$ cat config.mk
export PLATFORM = sky130hd
export DESIGN_NAME = fabric_config_loader
export DESIGN_NICKNAME = d
export VERILOG_FILES = /design/src/rtl/fabric_config_loader.sv
export SDC_FILE = /design/constraint.sdc
export NUM_CORES = 1
export LEC_CHECK = 0
export CAP_MARGIN = 40
export CORE_AREA = 2 2 46 52
export DETAILED_ROUTE_END_ITERATION = 8
export DIE_AREA = 0 0 48 54
export PLACE_DENSITY = 0.82
export RECOVER_POWER = 100
export SYNTH_ARGS = -nofsm -noshare
export SYNTH_HDL_FRONTEND = slang
export SYNTH_SLANG_ARGS = --single-unit
$ cat constraint.sdc
create_clock -name i_Clock -period 2.7 [get_ports i_Clock]
set_input_delay 0.54 -clock i_Clock [delete_from_list [all_inputs] [get_ports i_Clock]]
set_output_delay 0.54 -clock i_Clock [all_outputs]
set_load 0.1 [all_outputs]
$ cat src/rtl/fabric_config_loader.sv
// Loads the fabric config scan chain LSB-first from a valid/ready word stream, then strobes the latch.
// Optional CRC-8 check of the shifted stream before latching: define CONFIG_CRC_EN.
module fabric_config_loader #(
    parameter int CHAIN_LENGTH = 20,
    parameter int WORD_WIDTH   = 8,
    parameter int SHIFT_DIV    = 1
) (
    input  logic                                  i_Clock,
    input  logic                                  i_Reset_n,
    input  logic                                  i_Start,
    input  logic [WORD_WIDTH-1:0]                 i_Data,
    input  logic                                  i_Valid,
    output logic                                  o_Ready,
    output logic                                  o_ConfigData,
    output logic                                  o_ConfigClockEnable,
    output logic                                  o_ConfigLatch,
    output logic                                  o_Busy,
    output logic                                  o_Done,
    output logic                                  o_Error,
    output logic [$clog2(CHAIN_LENGTH+1)-1:0]     o_BitCount
);

    localparam int CW  = $clog2(CHAIN_LENGTH + 1);
    localparam int WBW = $clog2(WORD_WIDTH);
    localparam int DW  = (SHIFT_DIV > 1) ? $clog2(SHIFT_DIV) : 1;

    localparam logic [CW-1:0]  LAST_BIT  = CW'(CHAIN_LENGTH - 1);
    localparam logic [WBW-1:0] WORD_LAST = WBW'(WORD_WIDTH - 1);
    localparam logic [DW-1:0]  DIV_LAST  = DW'(SHIFT_DIV - 1);

    typedef enum logic [2:0] {
        S_IDLE,
        S_WAIT_WORD,
        S_SHIFT,
        S_LATCH,
        S_DONE
`ifdef CONFIG_CRC_EN
        ,
        S_WAIT_CRC,
        S_ERROR
`endif
    } state_t;

    state_t               state, state_next;
    logic [1:0]           rst_sync;
    logic                 rst_n;
    logic [WORD_WIDTH-1:0] word;
    logic [WBW-1:0]       word_bits;
    logic [DW-1:0]        div_cnt;
    logic [CW-1:0]        bit_count;
    logic                 shift_tick;
    logic                 load_start;
    logic                 accept;
`ifdef CONFIG_CRC_EN
    logic [7:0]           crc;
    logic                 crc_fb;
`endif

    // Reset asserts immediately but releases only after two clean clock edges.
    always_ff @(posedge i_Clock or negedge i_Reset_n) begin
        if (!i_Reset_n) rst_sync <= 2'b00;
        else            rst_sync <= {rst_sync[0], 1'b1};
    end
    assign rst_n = rst_sync[1];

    assign shift_tick = (state == S_SHIFT) && (div_cnt == DIV_LAST);
    assign accept     = (state == S_WAIT_WORD) && i_Valid;

    always_comb begin
        load_start = 1'b0;
        case (state)
            S_IDLE, S_DONE: load_start = i_Start;
`ifdef CONFIG_CRC_EN
            S_ERROR:        load_start = i_Start;
`endif
            default:        load_start = 1'b0;
        endcase
    end

    // NOTE: sequential state uses non-blocking assignments so every flop samples pre-edge values.
    always_ff @(posedge i_Clock or negedge rst_n) begin
        if (!rst_n) state <= S_IDLE;
        else        state <= state_next;
    end

    // NOTE: every signal driven here gets a default first, so no path can infer a latch.
    always_comb begin
        state_next = state;
        case (state)
            S_IDLE, S_DONE: if (i_Start) state_next = S_WAIT_WORD;
            S_WAIT_WORD:    if (i_Valid) state_next = S_SHIFT;
            S_SHIFT: begin
                if (shift_tick) begin
                    if (bit_count == LAST_BIT)
`ifdef CONFIG_CRC_EN
                        state_next = S_WAIT_CRC;
`else
                        state_next = S_LATCH;
`endif
                    else if (word_bits == WORD_LAST)
                        state_next = S_WAIT_WORD;
                end
            end
            S_LATCH:        state_next = S_DONE;
`ifdef CONFIG_CRC_EN
            S_WAIT_CRC:     if (i_Valid) state_next = (i_Data[7:0] == crc) ? S_LATCH : S_ERROR;
            S_ERROR:        if (i_Start) state_next = S_WAIT_WORD;
`endif
            default:        state_next = S_IDLE;
        endcase
    end

    always_comb begin
        o_Ready             = (state == S_WAIT_WORD);
        o_ConfigClockEnable = shift_tick;
        o_ConfigData        = shift_tick & word[0];
        o_ConfigLatch       = (state == S_LATCH);
        o_Busy              = (state == S_WAIT_WORD) || (state == S_SHIFT) || (state == S_LATCH);
        o_Done              = (state == S_DONE);
        o_Error             = 1'b0;
`ifdef CONFIG_CRC_EN
        if (state == S_WAIT_CRC) begin
            o_Ready = 1'b1;
            o_Busy  = 1'b1;
        end
        o_Error = (state == S_ERROR);
`endif
    end

    assign o_BitCount = bit_count;

    // NOTE: the word register is a plain shift register, so it is reset along with the counters.
    always_ff @(posedge i_Clock or negedge rst_n) begin
        if (!rst_n) begin
            word      <= '0;
            word_bits <= '0;
            div_cnt   <= '0;
            bit_count <= '0;
        end else begin
            if (load_start) bit_count <= '0;
            if (accept) begin
                word      <= i_Data;
                word_bits <= '0;
            end
            if (state == S_SHIFT) begin
                if (shift_tick) begin
                    div_cnt   <= '0;
                    word      <= word >> 1;
                    word_bits <= word_bits + WBW'(1);
                    bit_count <= bit_count + CW'(1);
                end else begin
                    div_cnt <= div_cnt + DW'(1);
                end
            end else begin
                div_cnt <= '0;
            end
        end
    end

`ifdef CONFIG_CRC_EN
    // CRC-8 (x^8+x^2+x+1) advanced once per emitted chain bit.
    assign crc_fb = crc[7] ^ word[0];

    always_ff @(posedge i_Clock or negedge rst_n) begin
        if (!rst_n)
            crc <= 8'h00;
        else if (load_start)
            crc <= 8'h00;
        else if (shift_tick)
            crc <= {crc[6:0], 1'b0} ^ (crc_fb ? 8'h07 : 8'h00);
    end
`endif

endmodule

== Yosys cells after proc, flatten, opt, wreduce, memory -nomap -nowiden ==
Cells that the tools add are included.

* Latch bits: 0
* Flip-flop bits (word level): 22
* RAM bits: 0
* Output and inout port bits: 12
* Logic and storage cells: 46
* ROM bits: 0
* Memories kept: 0

* Order comparisons: 0
* Mux-type cells: 18
* $mul: 0
* Eq/ne operators: 10
* Bitwise gates (word level): 2
* Reduce and logical (&&, ||, !) cells: 7
* Add/subtract/negate cells: 3
* Divide/modulo/power cells: 0
* Shifts and indexed selects: 0

{| class="wikitable"
|+ Operators by type and width
! cell !! number
|-
| $mux 3 || 8
|-
| $mux 8 || 3
|-
| $mux 5 || 3
|-
| $pmux 3 s4 || 1
|-
| $eq 3x2->1 const B || 2
|-
| $eq 3x3->1 const B || 2
|-
| $ne 2x2->1 const B || 3
|-
| $add 5x1->5 const B || 1
|-
| $eq 5x5->1 const B || 1
|-
| $reduce_and 4->1 || 1
|-
| $add 3x1->3 const B || 1
|-
| $eq 3x1->1 const B || 1
|-
| $logic_not 3->1 || 1
|-
| $mux 1 || 3
|-
| $ne 3x3->1 const B || 1
|-
| $logic_and 1x1->1 || 2
|-
| $logic_or 1x1->1 || 2
|-
| $reduce_or 2->1 || 1
|-
| $add 1x1->1 const B || 1
|-
| $and 1x1->1 || 1
|-
| $not 1->1 || 1
|}

== Logic depth before layout (Yosys ltp) ==
Gate-level depths: netlist of the first run.

* Depth after elaboration: 6
* Mapped depth: 5
* Depth with buffers taken out: 5

== Worst setup path before layout of the first run ==
Ideal clock, no wire load.

* Path type: register to output
* Start: register state[0]
* End: output o_ConfigLatch
* Cell stages (with the launch flop): 3
* Path slack: -0.554 ns
* Buffers on the path: 0
* Arrival time: 2.714 ns
* Cell sequence: dfrtp_1 > inv_1 > nor3b_1

* Word-level cells in the longest chain between the ends: 1

{| class="wikitable"
|+ RTL lines
! item !! line !! source
|-
| start: declaration || 44 || <nowiki>state_t state, state_next;</nowiki>
|-
| start signal: assignment || 83 || <nowiki>else state <= state_next;</nowiki>
|-
| $eq 3x2->1 || 117 || <nowiki>o_ConfigLatch = (state == S_LATCH);</nowiki>
|-
| end: declaration || 16 || <nowiki>output logic o_ConfigLatch,</nowiki>
|}

Every way passes these cells.

== Worst setup path after layout of the first run ==
* Start: register state[0]
* End: output o_ConfigData

* Word-level cells in the longest chain between the ends: 3

{| class="wikitable"
|+ RTL lines
! item !! line !! source
|-
| $eq 3x2->1 || 66 || <nowiki>assign shift_tick = (state == S_SHIFT) && (div_cnt == DIV_LAST);</nowiki>
|-
| $logic_and 1x1->1 || 66 ||
|-
| $and 1x1->1 || 116 || <nowiki>o_ConfigData = shift_tick & word[0];</nowiki>
|-
| end: declaration || 14 || <nowiki>output logic o_ConfigData,</nowiki>
|}

Every way passes these cells.

==> flow_summary_export.csv, run 1 <==
group,metric,value,unit
timing,finalWorstSetupSlack,0.244,ns
status,outcome,"finished clean",
die,ioPinCount,24,
clock_tree,htree_levels,1,
drt,post_drt_via_cell_ratio,5.06,
setup_path,cp-start-kind,"register",
timing,minimum_period_implied_by_the_final_worst_setup_slack,2.46,ns
logic_synthesis,synth.top_cells.by_area,"dfrtp_1 53%, mux2i_1 9.7%, o21ai_0 4.8%",
logic_synthesis,syn-cell-area,1030,µm²
cells_and_area,final_antenna_diode_count,0,
timing,max_clock_freq,0.407,GHz
timing,hold_violations,0,
global_route,grt_overflow,0,
die,design.die.area,2590,µm²
die,die_h,54,µm
pwr,power.density,1050,nW/µm²
logic_synthesis,synth_top_area_cell,"dfrtp_1",
placement,placedInstanceArea,1280,µm²
logic_synthesis,synth.ff_latch_count,22,
setup_path,timing.setup.critical_path_class,"reg2out",
die,initial_core_utilization,48.3,%
clock_tree,tritoncts,"yes",
timing,worst_pin_slew,1.18,ns
timing,rsz_0062_raised_after_global_routing,"false",
cells_and_area,layout.cells.most_common_list,"22 x dfrtp_1, 11 x nand2_1, 10 x mux2i_1, 10 x o21ai_0, 9 x clkdlybuf4s50_1",
pwr,clkPwrFrac,11.0,%
pwr,pwr-share-seq,40.0,%
pwr,power.ir.vdd_worst,0.583,mV
global_route,wire_length_of_the_first_global_routing_pass,3040,µm
clock_tree,cts_buffer_depth,2,
clock_tree,clk_pin_slew_worst_paths,0.11,ns
die,rows,18,
timing,maxSlewHeadroom,21.7,%
clock_tree,clkSinkCount,22,
global_route,track_usage,17.3,%
drt,route.antenna.remaining_nets,0,
cells_and_area,areaGrowthSynthToFinish,21.3,%
pwr,combPwrFrac,48.9,%
clock_tree,post_cts.resized_instances,0,
flow_run,number_of_max_cap_violations,0,
clock_tree,cts_hold_buf,0,
global_route,grt_start_max_net_pins,21,
placement,placement.io_buffers,22,
drt,drt-initial-drc-count,10,
die,die_width,48,µm
drt,firstDrtPassIters,3,
setup_path,maximum_fanout_count_along_the_critical_path,8,
pwr,internal_cell_power,0.660,mW
timing,skew,0.00220,ns
logic_synthesis,yosys_warnings,0,
placement,pre_cts_ws,0.625,ns
cells_and_area,finish.net_count,135,
timing,maxSlewViolCount,0,
timing,setup_tns_final,0,ns
setup_path,timing.critical_path.required,2.16,ns
timing,final_min_period_over_clock_period,91.0,%
pwr,p_sw,0.653,mW
logic_synthesis,synth_cell_type_count,30,
pwr,power.share.switching,49.7,%
drt,vias,749,
die,placeableCoreArea,2140,µm²
global_route,vias_in_the_first_global_route,713,
placement,dp.final_hpwl,1470,µm
logic_synthesis,syn-mean-instance-area,10.8,µm²
setup_path,setup.worst_path.end_class,"primary output",
drt,wire_length_after_detailed_routing,1870,µm
clock_tree,clock-root-buffer,"clkbuf_4",
clock_tree,clkLatencyLatePin,0.30,ns
placement,finalWeightedCongestion,0.777,
timing,timing.final.setup_violations,0,
global_route,number_of_antenna_violations_at_the_first_check_in_global_routing,0,
drt,route.detailed.wl_per_inst,12.7,µm
timing,hold_slack,0.343,ns
logic_synthesis,synthesis.instances,96,
logic_synthesis,synth_sequential_area_ratio,53.3,%
cells_and_area,most_common_cell_after_layout_fill_and_taps_aside,"dfrtp_1",
pwr,power.static_leakage,0.570,nW
drt,drc,0,
logic_synthesis,synth_top_area_share,53.3,%
setup_path,regToRegSetupSlack,0.63,ns
cells_and_area,design_area,1250,µm²
clock_tree,cts_inserted_buffers,3,
cells_and_area,final_layout_size_suffix_gt1_share,11.9,%
setup_path,worst_ep_arrival_time,1.92,ns
clock_tree,postCtsSetupBuffers,0,
hold_path,worstHoldPathType,"reg2async",
[metal layers]
layer | wire, µm | GRT usage [%] | vias to the layer above
met1 | 839 | 20.0 | 358
met5 | 0 | 0 | -
met4 | 55 | 10.8 | 0
li1 | - | - | 373
met2 | 952 | 28.7 | 13
met3 | 27 | 3.02 | 5
[worst max-delay path: stages, from the launching register on]
cell,delay [ns]
dfrtp_1,0.46
or4b_1,0.62
inv_2,0.16
and2_1,0.19
buf_12,0.18
[per-stage QoR]
step / instances / power, mW / utilization, %
after floorplan: 97 / 1.07 / -
after global placement: 145 / 1.20 / 59.9
after detailed placement: 145 / 1.23 / 59.9
after CTS: 148 / 1.37 / 60.9
after global routing: 148 / 1.40 / 58.6
final: 148 / 1.31 / 58.6
[cell usage after synthesis (all sizes together)]
cell and n:
a21boi 1, a21o 1, a21oi 1, a22o 2
and2 2, and4bb 1, buf 3, clkbuf 2
conb 2, dfrtp 22, ha 3, inv 5
mux2 1, mux2i 10, nand2 11, nand2b 2
nand3 3, nand3b 1, nand4 2, nor2 4
nor3b 2, nor4bb 1, o21ai 10, o311ai 1
or3 1, or3b 1, or4b 1
[registers in the layout, indices dropped and copies added (netlist names)]
| name | cells |
|---|---|
| word | 8 |
| rst_sync | 2 |
| state | 3 |
| div_cnt | 1 |
| o_BitCount | 5 |
| word_bits | 3 |
[area by class of cell]
cell class,instances,area [µm²]
multi-input combinational,65,445
timing repair buffer,23,179
tap,30,37.5
fill,178,886
inverter,5,18.8
sequential,22,551
clock buffer,3,22.5
[cell families after synthesis]
group,Yosys count,share of synthesized area (%)
and+or+nand+nor,32,17.7
other,2,0.727
DFF,22,53.3
AOI/OAI and AO/OA,16,9.32
muxes,11,10.8
buffers and inverters,10,4.60
adders and majority gates,3,3.63
[path summary, 6_finish.rpt]
path,from,to,cells past startpoint
min in group i_Clock,rst_sync[0],rst_sync[1],0
worst max register to register,state[0],word[1],4
max in group asynchronous,rst_sync[1],div_cnt,0
worst min register to register,rst_sync[1],word_bits[2],0
worst min-delay path,rst_sync[1],word_bits[2],0
worst max-delay path,state[0],o_ConfigData,4
[power groups by stage]
stage | combinational [mW] | clock [mW] | sequential, mW
after floorplan | 0.483 | 0 | 0.584
after global placement | 0.680 | 0 | 0.522
after detailed placement | 0.693 | 0 | 0.533
after CTS | 0.694 | 0.151 | 0.525
after global routing | 0.686 | 0.167 | 0.544
final | 0.643 | 0.145 | 0.526
No activity file was read; power rests on OpenSTA's default activity.
==> run 2, diff against run 1 <==
CORE_AREA = 2 2 43 49   (was 2 2 46 52)
DIE_AREA = 0 0 45 51   (was 0 0 48 54)
DONT_BUFFER_PORTS = 1   (was default)
PLACE_DENSITY = 0.75   (was 0.82)
==> flow_summary_export.csv, run 2 (same netlist as run 1, synthesis figures left out) <==
group,metric,value,unit
clock_tree,tritoncts,"yes",
die,initial_core_utilization,55.2,%
die,die_width,45,µm
global_route,global_route.usage.met2,32.6,%
cells_and_area,design_area,1170,µm²
timing,worst_pin_slew,1.30,ns
cells_and_area,stdcell_count,127,
setup_path,r2r-start,"o_BitCount[0]",
cells_and_area,number_of_flip_flops_under_the_largest_register_name,8,
hold_path,worstHoldPathType,"reg2async",
setup_path,timing.critical_path.required,2.16,ns
timing,hold_slack,0.328,ns
timing,minimum_period_implied_by_the_final_worst_setup_slack,2.48,ns
placement,placedInstanceArea,1150,µm²
drt,drc,0,
clock_tree,clk_pin_slew_worst_paths,0.11,ns
cells_and_area,seq_area,551,µm²
cells_and_area,multi_input_comb_area,464,µm²
clock_tree,cts_inserted_buffers,3,
timing,finalWorstSetupSlack,0.216,ns
timing,setup_tns_final,0,ns
placement,placement.io_buffers,0,
setup_path,maximum_fanout_count_along_the_critical_path,10,
setup_path,regToRegEndpoint,"state[1]",
global_route,vias_in_the_first_global_route,747,
drt,drt-initial-drc-count,9,
setup_path,worst_ep_arrival_time,1.94,ns
placement,pre_cts_ws,0.579,ns
global_route,number_of_antenna_violations_at_the_first_check_in_global_routing,0,
placement,placedCellCount,122,
die,design.die.area,2300,µm²
setup_path,cp-start-kind,"register",
die,rows,17,
cells_and_area,utilization,62.6,%
flow_run,number_of_max_cap_violations,0,
cells_and_area,final_antenna_diode_count,0,
timing,final_min_period_over_clock_period,92.0,%
cells_and_area,final_layout_size_suffix_gt1_share,16.7,%
cells_and_area,filler_cell_count,179,
timing,timing.final.setup_violations,0,
cells_and_area,layout.cells.most_common_list,"22 x dfrtp_1, 11 x nand2_1, 10 x mux2i_1, 10 x o21ai_0, 5 x clkbuf_1",
global_route,grt_most_used_layer,"met2",
setup_path,reg2reg_depth,5,
timing,rsz_0062_raised_after_global_routing,"false",
timing,hold_violations,0,
pwr,power.density,1160,nW/µm²
global_route,gr_layer_usage_met3,2.12,%
setup_path,timing.setup.critical_path_class,"reg2out",
setup_path,setup.worst_path.end_class,"primary output",
clock_tree,cts_buffer_depth,2,
die,placeableCoreArea,1870,µm²
timing,skew,0.00335,ns
drt,post_drt_via_cell_ratio,5.64,
status,outcome,"finished clean",
drt,route.detailed.wl_per_inst,13.8,µm
clock_tree,htree_levels,1,
cells_and_area,finish.net_count,124,
cells_and_area,areaGrowthSynthToFinish,13.4,%
drt,vias,716,
cells_and_area,regMostFlops,"word",
pwr,power.static_leakage,0.542,nW
placement,dp.final_hpwl,1360,µm
drt,route.antenna.remaining_nets,0,
global_route,wire_length_of_the_first_global_routing_pass,2950,µm
pwr,total_power,1.37,mW
global_route,grt_overflow,0,
pwr,power.ir.vdd_worst,0.869,mV
clock_tree,clkLatencyLatePin,0.30,ns
drt,wire_length_after_detailed_routing,1760,µm
timing,max_clock_freq,0.403,GHz
die,die_h,51,µm
global_route,grt_start_max_net_pins,21,
drt,firstDrtPassIters,4,
placement,finalWeightedCongestion,0.771,
clock_tree,clock-root-buffer,"clkbuf_4",
die,ioPinCount,24,
cells_and_area,most_common_cell_after_layout_fill_and_taps_aside,"dfrtp_1",
timing,maxSlewHeadroom,13.2,%
clock_tree,postCtsSetupBuffers,0,
setup_path,regToRegSetupSlack,0.27,ns
clock_tree,clkSinkCount,22,
global_route,use_met1,19.0,%
global_route,track_usage,17.9,%
timing,maxSlewViolCount,0,
## run 2: worst max path at each step
stage,startpoint,endpoint,slack (ns),cells after the start
after floorplan,state[0],o_ConfigData,0.17,4
after global placement,state[2],o_ConfigClockEnable,0.61,3
after detailed placement,state[2],o_ConfigClockEnable,0.58,3
after CTS,state[2],o_ConfigClockEnable,0.22,3
after global routing,state[2],o_ConfigData,0.12,4
final,state[2],o_ConfigData,0.22,4
## run 2: timing repair
action                                 CTS  global route
hold buffers                             1             0
resized for setup                        0             0
endpoints found under the hold margin    2             0
## run 2: layout make-up
class	instances	share of cell area (%)
multi-input cells	65	39.6
clock buffers	4	3.09
well taps	19	2.03
repair buffers	12	6.72
inverters	5	1.60
flip-flops and latches	22	47.0
## run 2: worst max-delay path, stage by stage (launching register included)
cell	delay (ns)
dfrtp_1	0.51
or4b_4	0.56
inv_2	0.16
and2_0	0.22
buf_12	0.19
## run 2: power by group
part / internal [mW] / total [mW] / switching [mW]
Clock: 0.0823 / 0.175 / 0.0930
Sequential: 0.436 / 0.527 / 0.0908
Combinational: 0.180 / 0.663 / 0.483
## run 2: per-layer routing
layer | part of all wire (%) | wire length, µm
met1 | 40 | 702
met2 | 56 | 978
met3 | 3.4 | 60
met4 | 0.97 | 17
met5 | 0 | 0
==> run 3, diff against run 2 <==
CORE_AREA = 2 2 46 52   (was 2 2 43 49)
DIE_AREA = 0 0 48 54   (was 0 0 45 51)
DONT_BUFFER_PORTS = default   (was 1)
PLACE_DENSITY = 0.82   (was 0.75)
==> results of run 3 <==
Same layout as run 1: the final DEF is identical, and so are final timing and power.
